==> src/rtl/huffman_stream_ctrl_pkg.sv <==
// Shared types and constants for the byte-stream front end of the bit-serial Huffman decoder.
package huffman_stream_ctrl_pkg;

  localparam int unsigned MAX_CODE_LEN = 4;
  localparam int unsigned SYM_W        = 3;

  typedef enum logic [1:0] {PAUSE, REPLAY, RUN, DRAIN} ctrl_state_t;

  // True when the prefix held so far (cnt bits, newest bit 'last') plus bit b is a full code.
  function automatic logic code_done(input logic [1:0] cnt, input logic last, input logic b);
    case (cnt)
      2'd0:    code_done = !b;
      2'd1:    code_done = 1'b0;
      2'd2:    code_done = last ? !b : 1'b1;
      default: code_done = 1'b1;
    endcase
  endfunction

endpackage

==> src/rtl/huffman_decoder.sv <==
// Bit-serial Moore Huffman decoder: one code bit per clock, y shows the symbol in leaf states.
module huffman_decoder
  import huffman_stream_ctrl_pkg::*;
(
  input  logic             clk,
  input  logic             reset,
  input  logic             x,
  output logic [SYM_W-1:0] y
);

  typedef enum logic [3:0] {S00, N1, N10, N11, N111, L1, L2, L3, L4, L5, L6} dec_state_t;

  dec_state_t state;

  always_ff @(posedge clk) begin
    if (reset) begin
      state <= S00;
    end else begin
      case (state)
        N1:      state <= x ? N11  : N10;
        N10:     state <= x ? L2   : L3;
        N11:     state <= x ? N111 : L4;
        N111:    state <= x ? L5   : L6;
        default: state <= x ? N1   : L1;  // root and every leaf restart the tree
      endcase
    end
  end

  always_comb begin
    y = '0;
    case (state)
      L1:      y = 3'd1;
      L2:      y = 3'd2;
      L3:      y = 3'd3;
      L4:      y = 3'd4;
      L5:      y = 3'd5;
      L6:      y = 3'd6;
      default: y = '0;
    endcase
  end

endmodule

==> src/rtl/huffman_stream_ctrl.sv <==
// Serialises bytes MSB-first into huffman_decoder and buffers decoded symbols in a small FIFO.
module huffman_stream_ctrl
  import huffman_stream_ctrl_pkg::*;
#(
  parameter int unsigned FIFO_DEPTH = 4
) (
  input  logic             clk,
  input  logic             reset,
  input  logic [7:0]       in_data,
  input  logic             in_valid,
  output logic             in_ready,
  output logic [SYM_W-1:0] sym,
  output logic             sym_valid,
  input  logic             sym_ready,
  output logic             busy
);

  localparam int unsigned PTR_W = $clog2(FIFO_DEPTH);
  localparam int unsigned CNT_W = $clog2(FIFO_DEPTH + 1);

  ctrl_state_t             state;
  logic                    pause_q;
  logic [7:0]              sr;
  logic [3:0]              bit_cnt;
  logic [MAX_CODE_LEN-2:0] rep_bits;
  logic [1:0]              rep_cnt;
  logic [1:0]              rp_cnt;
  logic [SYM_W-1:0]        mem [FIFO_DEPTH];
  logic [PTR_W-1:0]        wr_ptr, rd_ptr;
  logic [CNT_W-1:0]        fifo_count;

  logic             dec_x, dec_reset;
  logic [SYM_W-1:0] dec_y;
  logic             leaf, feed_sr, push, pop, accept, can_feed, keep_run, leaf_next;
  logic [3:0]       bit_cnt_nx;
  logic [1:0]       eff_cnt;

  huffman_decoder u_dec (
    .clk   (clk),
    .reset (dec_reset),
    .x     (dec_x),
    .y     (dec_y)
  );

  assign dec_reset = reset | pause_q;
  assign leaf      = (dec_y != '0);
  assign feed_sr   = (state == RUN);
  assign push      = leaf && !dec_reset;
  assign sym_valid = (fifo_count != '0);
  assign pop       = sym_valid && sym_ready;
  assign sym       = sym_valid ? mem[rd_ptr] : '0;
  assign busy      = (bit_cnt != '0) || (rep_cnt != '0) || sym_valid;

  assign in_ready   = (bit_cnt == 4'd0) || ((bit_cnt == 4'd1) && feed_sr);
  assign accept     = in_valid && in_ready;
  assign bit_cnt_nx = accept ? 4'd8 : (bit_cnt - {3'b000, feed_sr});

  // Pops are deliberately ignored so a symbol in flight always has a free slot.
  assign can_feed = (bit_cnt != 4'd0) &&
                    (32'(fifo_count) + 32'(leaf) + 32'd1 <= FIFO_DEPTH);

  // The tracker mirrors the decoder's tree position, so it predicts next cycle's leaf exactly.
  assign eff_cnt   = leaf ? 2'd0 : rep_cnt;
  assign leaf_next = code_done(eff_cnt, rep_bits[0], sr[7]);
  assign keep_run  = (bit_cnt_nx != 4'd0) &&
                     (32'(fifo_count) + 32'(push) + 32'(leaf_next) + 32'd1 <= FIFO_DEPTH);

  always_comb begin
    dec_x = 1'b0;
    case (state)
      RUN:     dec_x = sr[7];
      REPLAY:  dec_x = rep_bits[rp_cnt - 2'd1];
      default: dec_x = 1'b0;
    endcase
  end

  always_ff @(posedge clk) begin
    if (reset) begin
      state      <= PAUSE;
      pause_q    <= 1'b1;
      sr         <= '0;
      bit_cnt    <= '0;
      rep_bits   <= '0;
      rep_cnt    <= '0;
      rp_cnt     <= '0;
      wr_ptr     <= '0;
      rd_ptr     <= '0;
      fifo_count <= '0;
    end else begin
      if (accept)       sr <= in_data;
      else if (feed_sr) sr <= {sr[6:0], 1'b0};
      bit_cnt <= bit_cnt_nx;

      if (push) begin
        mem[wr_ptr] <= dec_y;
        wr_ptr      <= wr_ptr + PTR_W'(1);
      end
      if (pop) rd_ptr <= rd_ptr + PTR_W'(1);
      fifo_count <= fifo_count + CNT_W'(push) - CNT_W'(pop);

      case (state)
        PAUSE: begin
          if (can_feed) begin
            pause_q <= 1'b0;
            if (rep_cnt != 2'd0) begin
              state  <= REPLAY;
              rp_cnt <= rep_cnt;
            end else begin
              state <= RUN;
            end
          end
        end
        REPLAY: begin
          rp_cnt <= rp_cnt - 2'd1;
          if (rp_cnt == 2'd1) state <= RUN;
        end
        RUN: begin
          if (leaf) begin
            rep_bits <= {{(MAX_CODE_LEN-2){1'b0}}, sr[7]};
            rep_cnt  <= 2'd1;
          end else begin
            rep_bits <= {rep_bits[MAX_CODE_LEN-3:0], sr[7]};
            rep_cnt  <= (rep_cnt == 2'd3) ? 2'd3 : rep_cnt + 2'd1;
          end
          if (!keep_run) state <= DRAIN;
        end
        default: begin
          if (leaf) begin
            rep_bits <= '0;
            rep_cnt  <= '0;
          end
          state   <= PAUSE;
          pause_q <= 1'b1;
        end
      endcase
    end
  end

endmodule

==> config.mk <==
export PLATFORM = sky130hd
export DESIGN_NAME = huffman_stream_ctrl
export DESIGN_NICKNAME = d
export VERILOG_FILES = /design/src/rtl/huffman_stream_ctrl_pkg.sv /design/src/rtl/huffman_decoder.sv /design/src/rtl/huffman_stream_ctrl.sv
export SDC_FILE = /design/constraint.sdc
export NUM_CORES = 1
export LEC_CHECK = 0
export BUFFER_PORTS_ARGS = -buffer_cell sky130_fd_sc_hd__buf_2
export CAP_MARGIN = 10
export CORE_MARGIN = 4
export CORE_UTILIZATION = 60
export DETAILED_ROUTE_END_ITERATION = 12
export GPL_ROUTABILITY_DRIVEN = 0
export PLACE_DENSITY = 0.91
export SLEW_MARGIN = 20
export SYNTH_ARGS = -nofsm -noshare
export SYNTH_HDL_FRONTEND = slang
export SYNTH_SLANG_ARGS = --single-unit
==> constraint.sdc <==
create_clock -name clk -period 3.7 [get_ports clk]
set_clock_uncertainty 0.15 [all_clocks]
set_input_delay 0.74 -clock clk [delete_from_list [all_inputs] [get_ports clk]]
set_output_delay 0.74 -clock clk [all_outputs]
set_load 0.02 [all_outputs]
After elaboration in Yosys (flattened, before gate mapping)
Memory sizes are Yosys's and may differ from the RTL's. A register that Yosys moved wholly into a read port is not among the register bits.
Cells that the tools add are included.
{"block": "classes", "n_lt_le_gt_ge": 3, "mux": 38, "n_eq_ne": 21, "add_sub_neg": 12, "n_reduce_logical": 28, "n_bitwise": 3}
{"operator": "2-to-1 mux 2 bit", "count": 12}
{"operator": "case mux 3 bit (6 select lines)", "count": 1}
{"operator": "== test 4 x 3 -> 1 bit (second input constant)", "count": 4}
{"operator": "2-to-1 mux 8 bit", "count": 2}
{"operator": "case mux 4 bit (4 select lines)", "count": 1}
{"operator": "== test 4 bit (second input constant)", "count": 3}
{"operator": "2-to-1 mux 3 bit", "count": 4}
{"operator": "adder 3 x 1 -> 4 bit", "count": 2}
{"operator": "== test 4 x 1 -> 1 bit (second input constant)", "count": 2}
{"operator": "== test 4 x 2 -> 1 bit (second input constant)", "count": 2}
{"operator": "2-to-1 mux 1 bit", "count": 8}
{"operator": "2-to-1 mux 4 bit", "count": 2}
{"operator": "!= test 2 bit (second input constant)", "count": 4}
{"operator": "case mux 2 bit (2 select lines)", "count": 2}
{"operator": "nonzero test 2 bit", "count": 4}
{"operator": "nonzero test 4 bit", "count": 2}
{"operator": "adder 2 x 1 -> 2 bit (second input constant)", "count": 3}
{"operator": "adder 5 x 1 -> 6 bit (second input constant)", "count": 1}
{"operator": "== test 2 x 1 -> 1 bit (second input constant)", "count": 3}
{"operator": "== test 2 bit (second input constant)", "count": 3}
{"operator": "less-or-equal comparator 6 x 3 -> 1 bit (second input constant)", "count": 1}
{"operator": "logical AND 1 bit", "count": 6}
{"operator": "case mux 2 bit (3 select lines)", "count": 1}
{"operator": "case mux 3 bit (2 select lines)", "count": 1}
{"operator": "other kinds (21)", "count": 31}
{"block": "word_totals", "register_bits": 33, "elab_cells": 117, "mem_bits_rw": 12, "n_memories": 1, "input_bits": 12, "output_inout_bits": 6}
{"name": "mem", "words": 4, "word_bits": 3, "rd": 1, "rd_clocked_by_memory_dff": 1, "write_ports": 1, "line": "huffman_stream_ctrl.sv:28", "rtl": "logic [SYM_W-1:0] mem [FIFO_DEPTH];"}

Longest topological paths before layout
{"block": "depth", "ltp_word": 12, "depth_mapped": 14, "depth_no_buf": 13}

Modules after synthesis
A second synthesis with hierarchy kept.
{"block": "unflattened", "cells_unflattened": 244, "area_unflattened_um2": 2488.6}
{"mod": "huffman_stream_ctrl", "n_inst": 1, "cells_per_inst": 213, "area_each_um2": 2233.4, "seq_area_each_um2": 980.9}
{"mod": "huffman_decoder", "n_inst": 1, "cells_per_inst": 31, "area_each_um2": 255.2, "seq_area_each_um2": 80.1}

Worst setup path before layout
OpenSTA, ideal clock, no wires.
{"block": "synth_path", "path_type": "flip-flop to flip-flop", "from": "register u_dec.state[1]", "to": "register state[0]", "t_arrival_ns": 2.860, "synth_period_minus_slack_ns": 3.080, "slack_ns": 0.620, "path_stages_with_launch": 14, "required_ns": 3.480, "setup_ns": 0.070, "path_buffers": 0, "cell_sequence": "dfxtp_1 or2_2 a22oi_2 a21oi_1 a31oi_1 ha_1 inv_1 ha_1 fa_1 nor2_1 a2bb2oi_1 o311ai_4 a31o_2 a21oi_1"}
{"block": "synth_between", "elab_chain_len": 12, "elab_cells_between_ends": 26, "cone_classes": "add/sub: 5; order compare: 2; eq/ne: 10; mux: 3; reduce/logical: 6"}
{"element": "from (decl)", "line": "huffman_decoder.sv:13", "rtl": "dec_state_t state;"}
{"element": "from (signal assigned)", "line": "huffman_decoder.sv:20", "rtl": "N1: state <= x ? N11 : N10;"}
{"element": "from (signal assigned)", "line": "huffman_decoder.sv:21", "rtl": "N10: state <= x ? L2 : L3;"}
{"element": "from (signal assigned)", "line": "huffman_decoder.sv:22", "rtl": "N11: state <= x ? N111 : L4;"}
{"element": "== test 4 bit / == test 4 x 3 -> 1 bit (equally long branches)", "line": "huffman_decoder.sv:31", "rtl": "case (state)"}
{"element": "case mux 3 bit (6 select lines) (*)", "line": "huffman_decoder.sv:31"}
{"element": "nonzero test 3 bit (*)", "line": "huffman_stream_ctrl.sv:46", "rtl": "assign leaf = (dec_y != '0);"}
{"element": "2-to-1 mux 2 bit"}
{"element": "== test 2 bit (tied with other cells)", "line": "huffman_stream_ctrl_pkg.sv:11", "rtl": "case (cnt)"}
{"element": "case mux 1 bit (3 select lines)", "line": "huffman_stream_ctrl_pkg.sv:11"}
{"element": "adder 4 x 1 -> 5 bit", "line": "huffman_stream_ctrl.sv:66", "rtl": "(32'(fifo_count) + 32'(push) + 32'(leaf_next) + 32'd1 <= FIFO_DEPTH);"}
{"element": "adder 5 x 1 -> 6 bit", "line": "huffman_stream_ctrl.sv:66"}
{"element": "less-or-equal comparator 6 x 3 -> 1 bit", "line": "huffman_stream_ctrl.sv:66"}
{"element": "logical AND 1 bit", "line": "huffman_stream_ctrl.sv:65", "rtl": "assign keep_run = (bit_cnt_nx != 4'd0) &&"}
{"element": "!= test 2 bit (no line)"}
{"element": "AND reduction 3 bit (no line) (*)"}
{"element": "to (signal assigned)", "line": "huffman_stream_ctrl.sv:79", "rtl": "state <= PAUSE;"}
{"element": "to (signal assigned)", "line": "huffman_stream_ctrl.sv:106", "rtl": "state <= REPLAY;"}
{"element": "to (signal assigned)", "line": "huffman_stream_ctrl.sv:109", "rtl": "state <= RUN;"}
{"element": "to (decl)", "line": "huffman_stream_ctrl.sv:21", "rtl": "ctrl_state_t state;"}
Mark *: on every way between the ends. The rest lies on a longest branch, timed or not.
A chain may end at the register's enable or synchronous reset.

Worst setup path after layout
Ends and elaborated chain as after synthesis.

==> flow_summary.toml <==
[place]
dp_slack_ns = 0.206
dp_hpwl_um = 3530
portBuffers = 17

[power_and_ir_drop]
power.switching_w = 0.000814
power_density_mw_per_mm2 = 712
p_sw_share_pct = 41.4
vdd_ir_drop_max_v = 0.000321
intPower_w = 0.00115
pwr-share-comb_pct = 46.1
p_leak_nw = 1.14
p_clk_share_pct = 16.4
power_frac_seq_pct = 37.5

[clock_tree]
ctsHoldBuffers = 0
cts_tree = "built"
cts_sinks = 47
cts.htree.levels = 2
cts_resized = 0
clk_path_buf_depth = 2
cts-root-buf = "clkbuf_8"
clk_pin_slew_ns = 0.09
cts_setup_buffers = 0
numCtsBuffers = 5
clock_latency_ns = 0.31

[logic_synthesis]
async_reset_ff_share_pct = 0
yosys-top-cells-area = "dfxtp_1 27%, edfxtp_1 14%, ha_1 9.3%"
yosysSeqAreaShare_pct = 41.5
synth_top_area_share_pct = 27.4
synth_nets = 292
yosys-mux-area-fraction_pct = 6.16
yosys.area_share.simple_pct = 18.9
synth.largest_area_cell = "dfxtp_1"
syn_inst = 259
synthXorXnorAreaFrac_pct = 2.74
yosysWarnings = 0
syn_avg_cell_area_um2 = 9.87
yosys_register_bits = 47
synth-edff-count = 12
synth_compound_area_share_pct = 14.8
synthAdderAreaFrac_pct = 10.9
synth_top_family_by_area = "simple AND/OR/NAND/NOR gates"
synth-main-ff-cell = "dfxtp_1"
synth_area_mm2 = 0.00256
synth.distinct_cells = 56

[floorplan]
fp.dieW_um = 73.3
coreArea_mm2 = 0.00406
die_area_mm2 = 0.00537
die_h_um = 73.3
rows = 23
ios = 18
start_util_pct = 63.0

[global_routing]
antenna_found_initial = 0
grt_pass1_vias = 1799
gr-total-overflow = 0
grt_pass1_wl_um = 8340
grt_start_max_net_pins = 34
track_usage_pct = 20.2

[final_layout]
diodes = 0
mostFrequentLayoutCells = "35 x dfxtp_1, 33 x nor2_1, 19 x ha_1"
drive_above_1_share_pct = 15.9
nNetsFinal = 308
area_delta_synth_final_pct = 7.97
mostFrequentLayoutCell = "dfxtp_1"
nFillCells = 290

[sta]
slew_headroom_pct = 68.7
report.final.hold_viol_count = 0
fin_crit_sh_pct = 89.5
setup_tns_ns = 0
post-route-min-period_ns = 3.31
rsz0062_at_grt = "false"
fmax_mhz = 302
worst-slew-pin-transition_ns = 0.468
setup_violations = 0
maxSlewViolCount = 0
setup_ws_ns = 0.387

[routing]
final_antenna_net_count = 0
num_vias = 1896
wl_per_cell_um = 15.4
drc_errors = 0
drt_wl_total_um = 5010
drtIter0Drc = 151
firstDrtPassIters = 4
vias_per_cell = 5.82

[critical_path]
required_ns = 3.79
crit_path_max_fanout = 11
crit_path_end_kind = "flop"
worstSetupPathType = "flop to flop"
cp_slowest_cell = "fa_1"
critical-path-top-delay-family = "compound AO/OA/AOI/OAI gates"
arrival_ns = 3.41
worst_path_largest_cell_delay_ns = 0.42
crit_chain = "or2_2 -> a22oi_2 -> a21oi_1 -> a31oi_1 -> ha_1 -> inv_1 -> ha_1 -> fa_1 -> nor2_1 -> a2bb2oi_1 -> o311ai_4 -> a31o_2 -> a21oi_1"
crit_buf_inv = 1
critPathLaunchType = "flop"

[outcome]
status = "finished clean"

[run]
drv_cap = 0

[min_path]
hold_class = "flop to flop"
metal layers:
layer	GRT usage (%)	up-vias	wire (um)
met5	0	-	0
met3	4.24	9	277
met4	7.79	0	77
met1	25.0	883	2180
li1	-	941	-
met2	34.3	63	2470
power by group through the flow:
stage / Clock (W) / Combinational, W / Sequential [W]
finish: 0.000323 / 0.000905 / 0.000737
global route: 0.000345 / 0.00100 / 0.000751
CTS: 0.000319 / 0.000893 / 0.000736
detailed placement: 0 / 0.000882 / 0.000746
global placement: 0 / 0.000837 / 0.000737
floorplan: 0 / 0.000727 / 0.000712
final timing paths:
check                                  from                      to  slack [ns]  depth (start not counted)
setup reg to reg  u_dec.state[1]$_SDFF_PP0_   state[0]$_SDFFE_PP0P_        0.39                         13
hold reg to reg      rp_cnt[1]$_SDFFE_PP0P_  rp_cnt[1]$_SDFFE_PP0P_        0.36                          2
setup / recovery  u_dec.state[1]$_SDFF_PP0_   state[0]$_SDFFE_PP0P_        0.39                         13
hold / removal       rp_cnt[1]$_SDFFE_PP0P_  rp_cnt[1]$_SDFFE_PP0P_        0.36                          2
tightest hold or removal path, stage by stage, from the launching register on:
cell and delay, ns:
dfxtp_1 0.31, inv_1 0.07, a211oi_1 0.08
state kept, by name, indices dropped and copies added (netlist names), named ones only:
register,cells
rp_cnt,2
state,2
bit_cnt,4
fifo_count,3
mem,12
rep_bits,3
rd_ptr,2
sr,8
pause_q,1
wr_ptr,2
u_dec.state,4
rep_cnt,2
final cells by class:
class / count / area [um^2] / area share (%)
Clock inverter: 1 / 5.00 / 0.181
Timing Repair Buffer: 21 / 115 / 4.17
Multi-Input combinational cell: 183 / 1370 / 49.5
Sequential cell: 47 / 1060 / 38.4
Inverter: 17 / 63.8 / 2.31
Tap cell: 50 / 62.6 / 2.27
Clock buffer: 7 / 86.3 / 3.13
synth_stat cells, types with 2 or more instances:
| cell type | number |
|---|---|
| a31oi_1 | 2 |
| nor2_1 | 33 |
| xnor2_1 | 5 |
| nor3_1 | 7 |
| xor2_1 | 3 |
| edfxtp_1 | 12 |
| ha_1 | 19 |
| nand2_1 | 11 |
| a211o_1 | 2 |
| buf_6 | 2 |
| a2bb2oi_1 | 2 |
| inv_1 | 16 |
| a21o_1 | 2 |
| dfxtp_1 | 35 |
| and2_1 | 9 |
| a22oi_1 | 2 |
| mux2i_1 | 9 |
| and2b_1 | 2 |
| mux4_2 | 3 |
| o21ai_0 | 4 |
| fa_1 | 2 |
| or2_2 | 3 |
| nand2b_1 | 5 |
| nor2b_1 | 4 |
| clkbuf_1 | 5 |
| o21a_1 | 3 |
| buf_2 | 3 |
| a21oi_1 | 13 |
| nand3_1 | 5 |
| a211oi_1 | 10 |
cells by family after synthesis:
logic type | Yosys count
xor gates and xnor gates | 8
adders and majority gates | 21
muxes | 12
DFF | 47
buffers and inverters | 29
AOI/OAI and AO/OA | 50
and+or+nand+nor | 92
per-stage QoR:
stage,utilization (%),hold WS (ns),total power [W],cell area [um^2],cells
final,68.1,0.358,0.00197,2760,326
after global placement,65.4,0.314,0.00157,2660,316
after floorplan,-,0.294,0.00144,2560,259
after detailed placement,65.4,0.339,0.00163,2660,316
after global routing,68.1,0.381,0.00210,2760,326
after CTS,67.7,0.356,0.00195,2750,324
Note: power is estimated with default switching activity, not from simulation.
